--- config.mk ---
export PLATFORM = sky130hd
export DESIGN_NAME = id_ex_stage
export DESIGN_NICKNAME = d
export VERILOG_FILES = /design/src/rtl/id_ex_stage.sv
export SDC_FILE = /design/constraint.sdc
export NUM_CORES = 1
export LEC_CHECK = 0
export BUFFER_PORTS_ARGS = -buffer_cell sky130_fd_sc_hd__buf_2
export CORE_MARGIN = 2
export CORE_UTILIZATION = 46
export CTS_BUF_LIST = sky130_fd_sc_hd__clkbuf_2
export DETAILED_ROUTE_END_ITERATION = 6
export MAX_ROUTING_LAYER = met4
export PLACE_DENSITY = 0.86
export SYNTH_ARGS = -nofsm -noshare
export SYNTH_HDL_FRONTEND = slang
export SYNTH_SLANG_ARGS = --single-unit
export TNS_END_PERCENT = 50
--- constraint.sdc ---
create_clock -name clk_i -period 3 [get_ports clk_i]
set_clock_uncertainty 0.2 [all_clocks]
set_input_delay 0.45 -clock clk_i [delete_from_list [all_inputs] [get_ports clk_i]]
set_output_delay 0.45 -clock clk_i [all_outputs]
set_load 0.01 [all_outputs]
--- src/rtl/id_ex_stage.sv ---
// ---------------------------------------------------------------------------
// id_ex_stage
//   ID/EX pipeline register for the five-stage MIPS datapath with integrated
//   load-use hazard detection and a saturating stall-cycle counter.
//
// Ports
//   clk_i, rst_i       : rising-edge clock, async active-low reset
//   flush_i            : kill the ID instruction (taken branch/jump)
//   rsaddr_i/rtaddr_i/rdaddr_i, uses_rt_i : ID register addresses, rt-use flag
//   rsdata_i/rtdata_i/imm_i                : ID operands
//   regdst_i, alusrc_i, aluop_i            : EX controls
//   memread_i, memwrite_i                  : MEM controls
//   regwrite_i, memtoreg_i                 : WB controls
//   rsaddr_o/rtaddr_o/writeaddr_o          : registered addresses (to forwarding)
//   rsdata_o/rtdata_o/imm_o                : registered operands
//   ex_o {regdst,alusrc,aluop}, m_o {memread,memwrite}, wb_o {regwrite,memtoreg}
//   stall_o            : load-use hazard (combinational)
//   pcwrite_o, ifidwrite_o : ~stall_o (combinational)
//   stallcnt_o         : saturating count of stall cycles since reset
// ---------------------------------------------------------------------------
module id_ex_stage #(
  parameter int unsigned CNT_W = 16
) (
  input  logic             clk_i,
  input  logic             rst_i,
  input  logic             flush_i,
  input  logic [4:0]       rsaddr_i,
  input  logic [4:0]       rtaddr_i,
  input  logic [4:0]       rdaddr_i,
  input  logic             uses_rt_i,
  input  logic [31:0]      rsdata_i,
  input  logic [31:0]      rtdata_i,
  input  logic [31:0]      imm_i,
  input  logic             regdst_i,
  input  logic             alusrc_i,
  input  logic [1:0]       aluop_i,
  input  logic             memread_i,
  input  logic             memwrite_i,
  input  logic             regwrite_i,
  input  logic             memtoreg_i,
  output logic [4:0]       rsaddr_o,
  output logic [4:0]       rtaddr_o,
  output logic [4:0]       writeaddr_o,
  output logic [31:0]      rsdata_o,
  output logic [31:0]      rtdata_o,
  output logic [31:0]      imm_o,
  output logic [3:0]       ex_o,
  output logic [1:0]       m_o,
  output logic [1:0]       wb_o,
  output logic             stall_o,
  output logic             pcwrite_o,
  output logic             ifidwrite_o,
  output logic [CNT_W-1:0] stallcnt_o
);

  localparam int unsigned ADDR_W = 5;
  localparam int unsigned DATA_W = 32;

  logic [ADDR_W-1:0] r_rsaddr;
  logic [ADDR_W-1:0] r_rtaddr;
  logic [ADDR_W-1:0] r_writeaddr;
  logic [DATA_W-1:0] r_rsdata;
  logic [DATA_W-1:0] r_rtdata;
  logic [DATA_W-1:0] r_imm;
  logic [3:0]        r_ex;
  logic [1:0]        r_m;
  logic [1:0]        r_wb;
  logic [CNT_W-1:0]  r_stallcnt;

  logic w_rs_match;
  logic w_rt_match;
  logic w_hazard;
  logic w_stall;
  logic w_bubble;
  logic w_cnt_sat;
  logic [ADDR_W-1:0] w_writeaddr;

  // Load in EX whose destination is a source of the ID instruction; r0 never hazards.
  assign w_rs_match = (r_rtaddr == rsaddr_i);
  assign w_rt_match = uses_rt_i && (r_rtaddr == rtaddr_i);
  assign w_hazard   = r_m[1] && (r_rtaddr != ADDR_W'(0)) && (w_rs_match || w_rt_match);

  // A flushed instruction is discarded anyway, so it must not hold the front end.
  assign w_stall  = w_hazard && !flush_i;
  assign w_bubble = flush_i || w_stall;

  assign w_writeaddr = regdst_i ? rdaddr_i : rtaddr_i;
  assign w_cnt_sat   = &r_stallcnt;

  // Pipeline register: bubble zeroes everything, including addresses, so
  // the forwarding unit sees r0 and cannot match.
  always_ff @(posedge clk_i or negedge rst_i) begin
    if (!rst_i) begin
      r_rsaddr    <= '0;
      r_rtaddr    <= '0;
      r_writeaddr <= '0;
      r_rsdata    <= '0;
      r_rtdata    <= '0;
      r_imm       <= '0;
      r_ex        <= '0;
      r_m         <= '0;
      r_wb        <= '0;
    end else if (w_bubble) begin
      r_rsaddr    <= '0;
      r_rtaddr    <= '0;
      r_writeaddr <= '0;
      r_rsdata    <= '0;
      r_rtdata    <= '0;
      r_imm       <= '0;
      r_ex        <= '0;
      r_m         <= '0;
      r_wb        <= '0;
    end else begin
      r_rsaddr    <= rsaddr_i;
      r_rtaddr    <= rtaddr_i;
      r_writeaddr <= w_writeaddr;
      r_rsdata    <= rsdata_i;
      r_rtdata    <= rtdata_i;
      r_imm       <= imm_i;
      r_ex        <= {regdst_i, alusrc_i, aluop_i};
      r_m         <= {memread_i, memwrite_i};
      r_wb        <= {regwrite_i, memtoreg_i};
    end
  end

  // Saturating stall-cycle counter.
  always_ff @(posedge clk_i or negedge rst_i) begin
    if (!rst_i) begin
      r_stallcnt <= '0;
    end else if (w_stall && !w_cnt_sat) begin
      r_stallcnt <= r_stallcnt + CNT_W'(1);
    end
  end

  assign rsaddr_o    = r_rsaddr;
  assign rtaddr_o    = r_rtaddr;
  assign writeaddr_o = r_writeaddr;
  assign rsdata_o    = r_rsdata;
  assign rtdata_o    = r_rtdata;
  assign imm_o       = r_imm;
  assign ex_o        = r_ex;
  assign m_o         = r_m;
  assign wb_o        = r_wb;
  assign stall_o     = w_stall;
  assign pcwrite_o   = ~w_stall;
  assign ifidwrite_o = ~w_stall;
  assign stallcnt_o  = r_stallcnt;

endmodule
* After elaboration in Yosys (flattened, before gate mapping)
Index checks and enable logic that the tools add are counted.
** Storage, ports and cells
- Bits in registers :: 135
- Input bits :: 123
- Output and inout port bits :: 138
- Word-level logic and storage cells :: 35
** Operators by class
- Add/sub/neg operators :: 1
- Equal/unequal tests :: 2
- Mux-type cells :: 10
- Bitwise logic cells :: 1
- Reduce and logical (&&, ||, !) cells :: 11
** Operator list (count)
- 32-bit two-way mux :: 3
- 5-bit two-way mux :: 4
- 16-bit by 1-bit adder with 16-bit output, second input constant :: 1
- 16-bit AND reduction :: 1
- 5-bit equality test :: 2
- 1-bit logical AND :: 5
- 5-bit nonzero test :: 1
- 2-bit two-way mux :: 2
- 4-bit two-way mux :: 1
- 1-bit logical NOT :: 2
- 1-bit logical OR :: 2
- 1-bit inverter :: 1

* Longest topological paths before layout
Gate-level depths: netlist of run 1.
- Depth after elaboration :: 7
- Depth in mapped cells :: 7

* Worst setup path after synthesis of run 1
OpenSTA, ideal clock, no wires.
- Path kind :: flip-flop to output port
- Start :: register r_rtaddr[1] (netlist: rtaddr_o[1])
- End :: output port pcwrite_o
- Data arrival time :: 1.744 ns
- Data required time :: 2.350 ns
- Slack :: 0.606 ns
- Stages on the path, launching flop included :: 7
- Buffers on the path :: 2
- Cell sequence :: dfrtp_1 -> xnor2_1 -> nand4_1 -> o22ai_1 -> clkbuf_1 -> nand2_1 -> buf_4
** On the way
- Longest elaborated chain between the ends :: 6
- Elaborated cells on any way between the ends :: 9
- Classes of those cells :: 2 x eq/ne; 1 x bitwise; 6 x reduce/logical
** RTL lines
- start, declared :: line 60 : logic [ADDR_W-1:0] r_rtaddr;
- start signal, assigned :: line 115 : r_rtaddr <= rtaddr_i;
- 5-bit equality test :: line 80 : assign w_rt_match = uses_rt_i && (r_rtaddr == rtaddr_i);
- 1-bit logical AND :: line 80
- 1-bit logical OR :: line 81 : assign w_hazard = r_m[1] && (r_rtaddr != ADDR_W'(0)) && (w_rs_match || w_rt_match);
- 1-bit logical AND (*) :: line 81
- 1-bit logical AND (*) :: line 84 : assign w_stall = w_hazard && !flush_i;
- 1-bit inverter (*)
- end, declared :: line 51 : output logic pcwrite_o,
Mark *: on every way between the ends. The rest lies on a longest branch, timed or not.

* Worst setup path after layout of run 1
- Start :: register r_rtaddr[0] (netlist: rtaddr_o[0])
- End :: output port stall_o
** On the way
- Longest elaborated chain between the ends :: 5
- Elaborated cells on any way between the ends :: 8
- Classes of those cells :: 2 x eq/ne; 6 x reduce/logical
** RTL lines
- 5-bit equality test :: line 80
- 1-bit logical AND :: line 80
- 1-bit logical OR :: line 81
- 1-bit logical AND (*) :: line 81
- 1-bit logical AND (*) :: line 84
- end, declared :: line 50 : output logic stall_o,
Marked as above.

==> impl_metrics.json, run 1 <==
{
  "status": "completed",
  "end_kind": "output pin",
  "dp.cells": 740,
  "wl_um": 15080,
  "nFillCells": 625,
  "start_kind": "flop",
  "grt_max_degree": 59,
  "cts-buffers-inserted": 17,
  "worstSkewPairLatency_ps": 680,
  "grt_pass1_vias": 4588,
  "synth_top_family_by_area": "simple AND/OR/NAND/NOR gates",
  "power_frac_comb_pct": 15.0,
  "synthesis.instances": 356,
  "gp_congestion": 0.8254,
  "slowest_delay_ps": 570,
  "arrival_ps": 2210,
  "hold_class": "input pin to flop",
  "area_growth_pct": 62.16,
  "maxCapViolations": 0,
  "start_util_pct": 47.10,
  "power.total_mw": 3.721,
  "synth_seq_cells": 135,
  "die_area_mm2": 0.01136,
  "htree_levels": 4,
  "drt-vias-per-instance": 4.702,
  "stdcell_area_mm2": 0.007850,
  "drv_slew": 0,
  "rows": 37,
  "cp.required_ps": 2350,
  "wl_met2_um": 7832,
  "grt_pass1_wl_um": 23120,
  "synthAdderAreaFrac_pct": 0.2585,
  "synth_ff_type": "dfrtp_1",
  "finalWorstSetupSlack_ps": 135.5,
  "yosys.area_share.simple_pct": 21.17,
  "async_reset_ff_share_pct": 100.0,
  "place_area_mm2": 0.006315,
  "dr.pass1.iters": 4,
  "mostFrequentLayoutCell": "buf_2",
  "drtAntennaViolNets": 0,
  "cpMaxStageDelayCell": "or4_4",
  "die_w_um": 106.6,
  "timing.fmax_mhz": 349.1,
  "setup_tns_ps": 0,
  "p_sw_share_pct": 26.10,
  "finalSetupViolations": 0,
  "final_cell_mix": "buf_2, dfrtp_1, dlygate4sd3_1",
  "drtIter0Drc": 181,
  "nets": 873,
  "seq_power_share_pct": 52.4,
  "worstSetupPathType": "flop to output pin",
  "numPortBuffers": 260,
  "overflow": 0,
  "rsz0062_at_grt": "false",
  "leakage_nw": 4.140,
  "antenna_found_initial": 1,
  "cp_cell_sequence": "or4_4, o21ai_4, nor2_1, nand2_1, inv_1, buf_2",
  "crit_fanout": 4,
  "worst_slew_pin_slew_ps": 535.7,
  "clock-sinks": 135,
  "avgSynthCellArea_um2": 13.60,
  "cts-root-buf": "clkbuf_2",
  "slew_headroom_pct": 64.29,
  "internal-power_mw": 2.750,
  "hold_violations": 0,
  "dieHeight_um": 106.6,
  "cts_buffer_depth": 2,
  "tritoncts": "built",
  "syn_nets": 480,
  "drive_gt1_share_pct": 40.21,
  "yosysSeqAreaShare_pct": 69.79,
  "drcViolationCount": 0,
  "switchingPower_mw": 0.9713,
  "dpl.hpwl_um": 8538,
  "synth_xor_area_share_pct": 4.161,
  "yosysWarnings": 0,
  "clk_pin_slew_worst_paths_ps": 180,
  "pin_count": 261,
  "pwr-share-clk_pct": 32.6,
  "synthMuxAreaShare_pct": 1.577,
  "power.density_mw_per_mm2": 474.0,
  "core_mm2": 0.01028,
  "netlist_area_mm2": 0.004841,
  "yosys.cell_types.count": 37,
  "finalCritPeriodShare_pct": 95.48,
  "ir_worst_vdd_uv": 296.9,
  "synth_edf_count": 0,
  "final_cell_count_no_fill": 898,
  "drt-met1-wl_um": 5642,
  "vias": 4222,
  "dr_wl_met3_um": 1033,
  "post-route-min-period_ps": 2865,
  "synth-compound-area-share_pct": 1.111,
  "dp_worst_setup_slack_ps": 624.9,
  "routed.top_layer": "met4",
  "grt_usage_pct": 27.95,
  "wl_per_cell_um": 16.79
}
[cell type report]
type | instances | area, um^2 | share of cell area, %
Timing Repair Buffer | 391 | 2645 | 33.69
Multi-Input combinational cell | 202 | 1376 | 17.53
Tap cell | 136 | 170.2 | 2.168
Sequential cell | 135 | 3379 | 43.05
Antenna cell | 1 | 2.502 | 0.03188
Clock inverter | 14 | 183.9 | 2.343
Clock buffer | 17 | 85.08 | 1.084
Inverter | 2 | 7.507 | 0.09563
[cell families after synthesis]
logic type / count (synthesis)
multiplexers: 7
AO/OA/AOI/OAI: 6
AND/OR/NAND/NOR: 165
flip-flops: 135
adder cells (fa/ha/maj): 1
XOR/XNOR: 23
buffers and inverters: 19
[path summary, 6_finish.rpt]
path                                            start                    endpoint  slack (ps)  cells after the start
min in group asynchronous                       rst_i   stallcnt_o[0]$_DFFE_PN0P_          70                      2
min                                           flush_i   stallcnt_o[7]$_DFFE_PN0P_          60                      3
max                             rtaddr_o[0]$_DFF_PN0_                     stall_o         140                      6
min reg2reg                stallcnt_o[14]$_DFFE_PN0P_  stallcnt_o[14]$_DFFE_PN0P_         310                      1
max in group asynchronous                       rst_i           ex_o[0]$_DFF_PN0_        1770                      3
max reg2reg                     rtaddr_o[0]$_DFF_PN0_      rtdata_o[12]$_DFF_PN0_         470                      7
[layer usage]
metal / vias to the layer above / GRT usage, %
met5: - / -
met4: 0 / 13.64
met3: 53 / 7.173
met2: 231 / 46.86
met1: 2022 / 31.28
li1: 1916 / -
[Yosys cell counts, drive strengths merged (2+ instances only)]
library cell,n,share of area [%]
dfrtp,135,70
and2,114,15
xnor2,20,3.6
clkbuf,12,1.2
nand2,8,0.62
nand3,8,0.83
nand4,6,0.78
buf,5,0.59
mux2i,5,1.0
nor2,5,0.39
nor2b,5,0.65
and4,3,0.54
nand4b,3,0.54
nor3b,3,0.47
xor2,3,0.54
a21oi,2,0.28
inv,2,0.15
mux2,2,0.54
nor4,2,0.26
nor4b,2,0.36
o21ai,2,0.44
[flip-flops by register name (all words and copies together), names as in the netlist]
name / count
ex_o: 4
imm_o: 32
m_o: 2
rsaddr_o: 5
rsdata_o: 32
rtaddr_o: 5
rtdata_o: 32
stallcnt_o: 16
wb_o: 2
writeaddr_o: 5
[what timing repair did]
action / CTS / global route
pin swaps: 1 / 0
endpoints found under the setup margin: 1 / 1
cloned: 0 / 0
resized for setup: 0 / 2
setup buffers: 1 / 0
endpoints found under the hold margin: 254 / 0
hold buffers: 125 / 0
[critical path: cells and delay by family, from the launching register on]
| family | cells | cell delay, ps |
|---|---|---|
| simple gates | 3 | 750 |
| flops | 1 | 460 |
| buf+inv | 2 | 180 |
| compound gates | 1 | 170 |
[power groups by stage]
stage / sequential, mW / combinational, mW / clock (mW)
finish: 1.95 / 0.557 / 1.21
global route: 1.96 / 0.599 / 1.32
CTS: 1.95 / 0.539 / 1.22
detailed placement: 1.98 / 0.408 / 0
global placement: 1.98 / 0.397 / 0
floorplan: 2.03 / 0.115 / 0
[per-stage QoR]
step / hold WS (ps) / utilization, %
floorplan: -45.59 / -
global placement: 244.8 / 61.44
detailed placement: 249.9 / 61.44
CTS: 4.322 / 76.31
global route: 0.9254 / 76.38
finish: 61.03 / 76.38
(Power assumes the default switching activity.)
==> run 2: changes to the inputs <==
clock period = 2.95 ns   (was 3 ns; I/O delays follow)
==> run 2 against run 1 <==
Routed wire length rose by 2.0%. Non-clock buffer count rose by 10. Final area grew 0.51%. Die area unchanged. Register-to-register slack got worse by 150 ps. Largest power group unchanged.
==> impl_metrics.json, run 2 (synthesized netlist as in run 1, its figures left out) <==
{
  "wl_um": 15370,
  "antenna_found_initial": 0,
  "nets": 883,
  "start_kind": "flop",
  "maxCapViolations": 0,
  "final_cell_mix": "buf_2, dfrtp_1, dlygate4sd3_1",
  "diodes": 0,
  "rows": 37,
  "grt_pass1_vias": 4788,
  "timing.critical_path.buf_inv": 2,
  "hold_class": "input pin to async pin",
  "cts-root-buf": "clkbuf_2",
  "gp_congestion": 0.8133,
  "grt_usage_pct": 28.45,
  "die_area_mm2": 0.01136,
  "dr.pass1.iters": 6,
  "end_kind": "output pin",
  "drt-vias-per-instance": 4.772,
  "setup_tns_ps": 0,
  "tritoncts": "built",
  "overflow": 0,
  "finalCritPeriodShare_pct": 95.08,
  "power.density_mw_per_mm2": 459.4,
  "dieHeight_um": 106.6,
  "worst_slew_pin_slew_ps": 522.4,
  "fin_util_pct": 76.77,
  "core_mm2": 0.01028,
  "status": "completed",
  "dpl.hpwl_um": 8679,
  "crit_fanout": 4,
  "hold_violations": 0,
  "cts-buffers-inserted": 17,
  "worstSetupPathType": "flop to output pin",
  "cp_top_family": "simple AND/OR/NAND/NOR gates",
  "htree_levels": 4,
  "post-route-min-period_ps": 2805,
  "drtIter0Drc": 205,
  "die_w_um": 106.6,
  "arrival_ps": 2160,
  "grt_max_degree": 111,
  "numPortBuffers": 260,
  "drtAntennaViolNets": 0,
  "leakage_nw": 4.162,
  "finalSetupViolations": 0,
  "drv_slew": 0,
  "ir_worst_vdd_uv": 295.9,
  "timing.fmax_mhz": 356.5,
  "rsz0062_at_grt": "false",
  "start_util_pct": 47.10,
  "pin_count": 261,
  "worstSkewPairLatency_ps": 680,
  "cp_cell_sequence": "or4_4, o21ai_4, nor2_2, nand2_2, inv_2, buf_6",
  "mostFrequentLayoutCell": "buf_2",
  "wl_per_cell_um": 16.93,
  "grt_pass1_wl_um": 23670,
  "cp.required_ps": 2310,
  "slowest_delay_ps": 540,
  "drive_gt1_share_pct": 41.45,
  "vias": 4333,
  "clock-sinks": 135,
  "cts_buffer_depth": 2,
  "area_growth_pct": 62.99,
  "cpMaxStageDelayCell": "or4_4",
  "clk_pin_slew_worst_paths_ps": 200,
  "drcViolationCount": 0,
  "slew_headroom_pct": 64.68
}
==> run 2: cell count changes in the layout (fill, tap and decap cells not counted), moves of 2 or more <==
cell,previous run,this run
dlygate4sd3_1,125,127
clkinvlp_4,3,5
bufinv_16,4,2
buf_4,2,11
==> run 2: repair_timing <==
action                                 in CTS  in global routing
resized for setup                           1                  7
cloned                                      0                  0
pin swaps                                   1                  5
endpoints found under the hold margin     256                  0
hold buffers                              127                  0
buffers inserted                            3                  7
setup endpoints to repair                   3                  3
==> run 2: area by class of cell <==
class	count	area (um^2)
Clock buffer	18	90.09
Timing Repair Buffer	401	2719
Fill cell	606	2387
Multi-Input combinational cell	202	1388
Clock inverter	14	135.1
Inverter	2	7.507
Sequential cell	135	3381
Tap cell	136	170.2
==> run 2: worst paths after layout <==
path	startpoint	slack (ps)	endpoint	depth (start not counted)
setup / recovery	rtaddr_o[2]$_DFF_PN0_	150	stall_o	6
hold / removal	rst_i	90	stallcnt_o[9]$_DFFE_PN0P_	2
setup reg to reg	rtaddr_o[2]$_DFF_PN0_	320	writeaddr_o[4]$_DFF_PN0_	7
hold reg to reg	stallcnt_o[14]$_DFFE_PN0P_	300	stallcnt_o[14]$_DFFE_PN0P_	1
max in group asynchronous	rst_i	1730	rtdata_o[2]$_DFF_PN0_	3
min in group clk_i	uses_rt_i	110	stallcnt_o[10]$_DFFE_PN0P_	6
==> run 2: where the power goes <==
part           switching [mW]  internal (mW)  total [mW]  leakage (nW)
Sequential             0.0379           1.94        1.98          1.76
Clock                   0.687          0.379        1.07         0.129
Combinational           0.263          0.316       0.578          2.28
Total                   0.987           2.64        3.62          4.16
==> run 2: metrics by stage <==
step	power, mW	hold slack, ps	cells	worst slack [ps]	area (um^2)
after floorplan	2.181	-53.09	356	563.8	4841
after global placement	2.407	231.4	739	642.1	6295
after global routing	3.790	60.40	908	1.817	7890
after detailed placement	2.426	242.6	739	499.0	6295
final	3.625	86.66	908	145.2	7890
after CTS	3.598	32.66	901	1.172	7815
==> run 2: layer usage <==
| layer | track usage, % | up-vias | wire length [um] |
|---|---|---|---|
| met5 | - | - | 0 |
| met4 | 14.01 | 0 | 640 |
| met3 | 8.693 | 65 | 1177 |
| met2 | 48.59 | 246 | 8031 |
| met1 | 30.03 | 2084 | 5524 |
| li1 | - | 1938 | - |
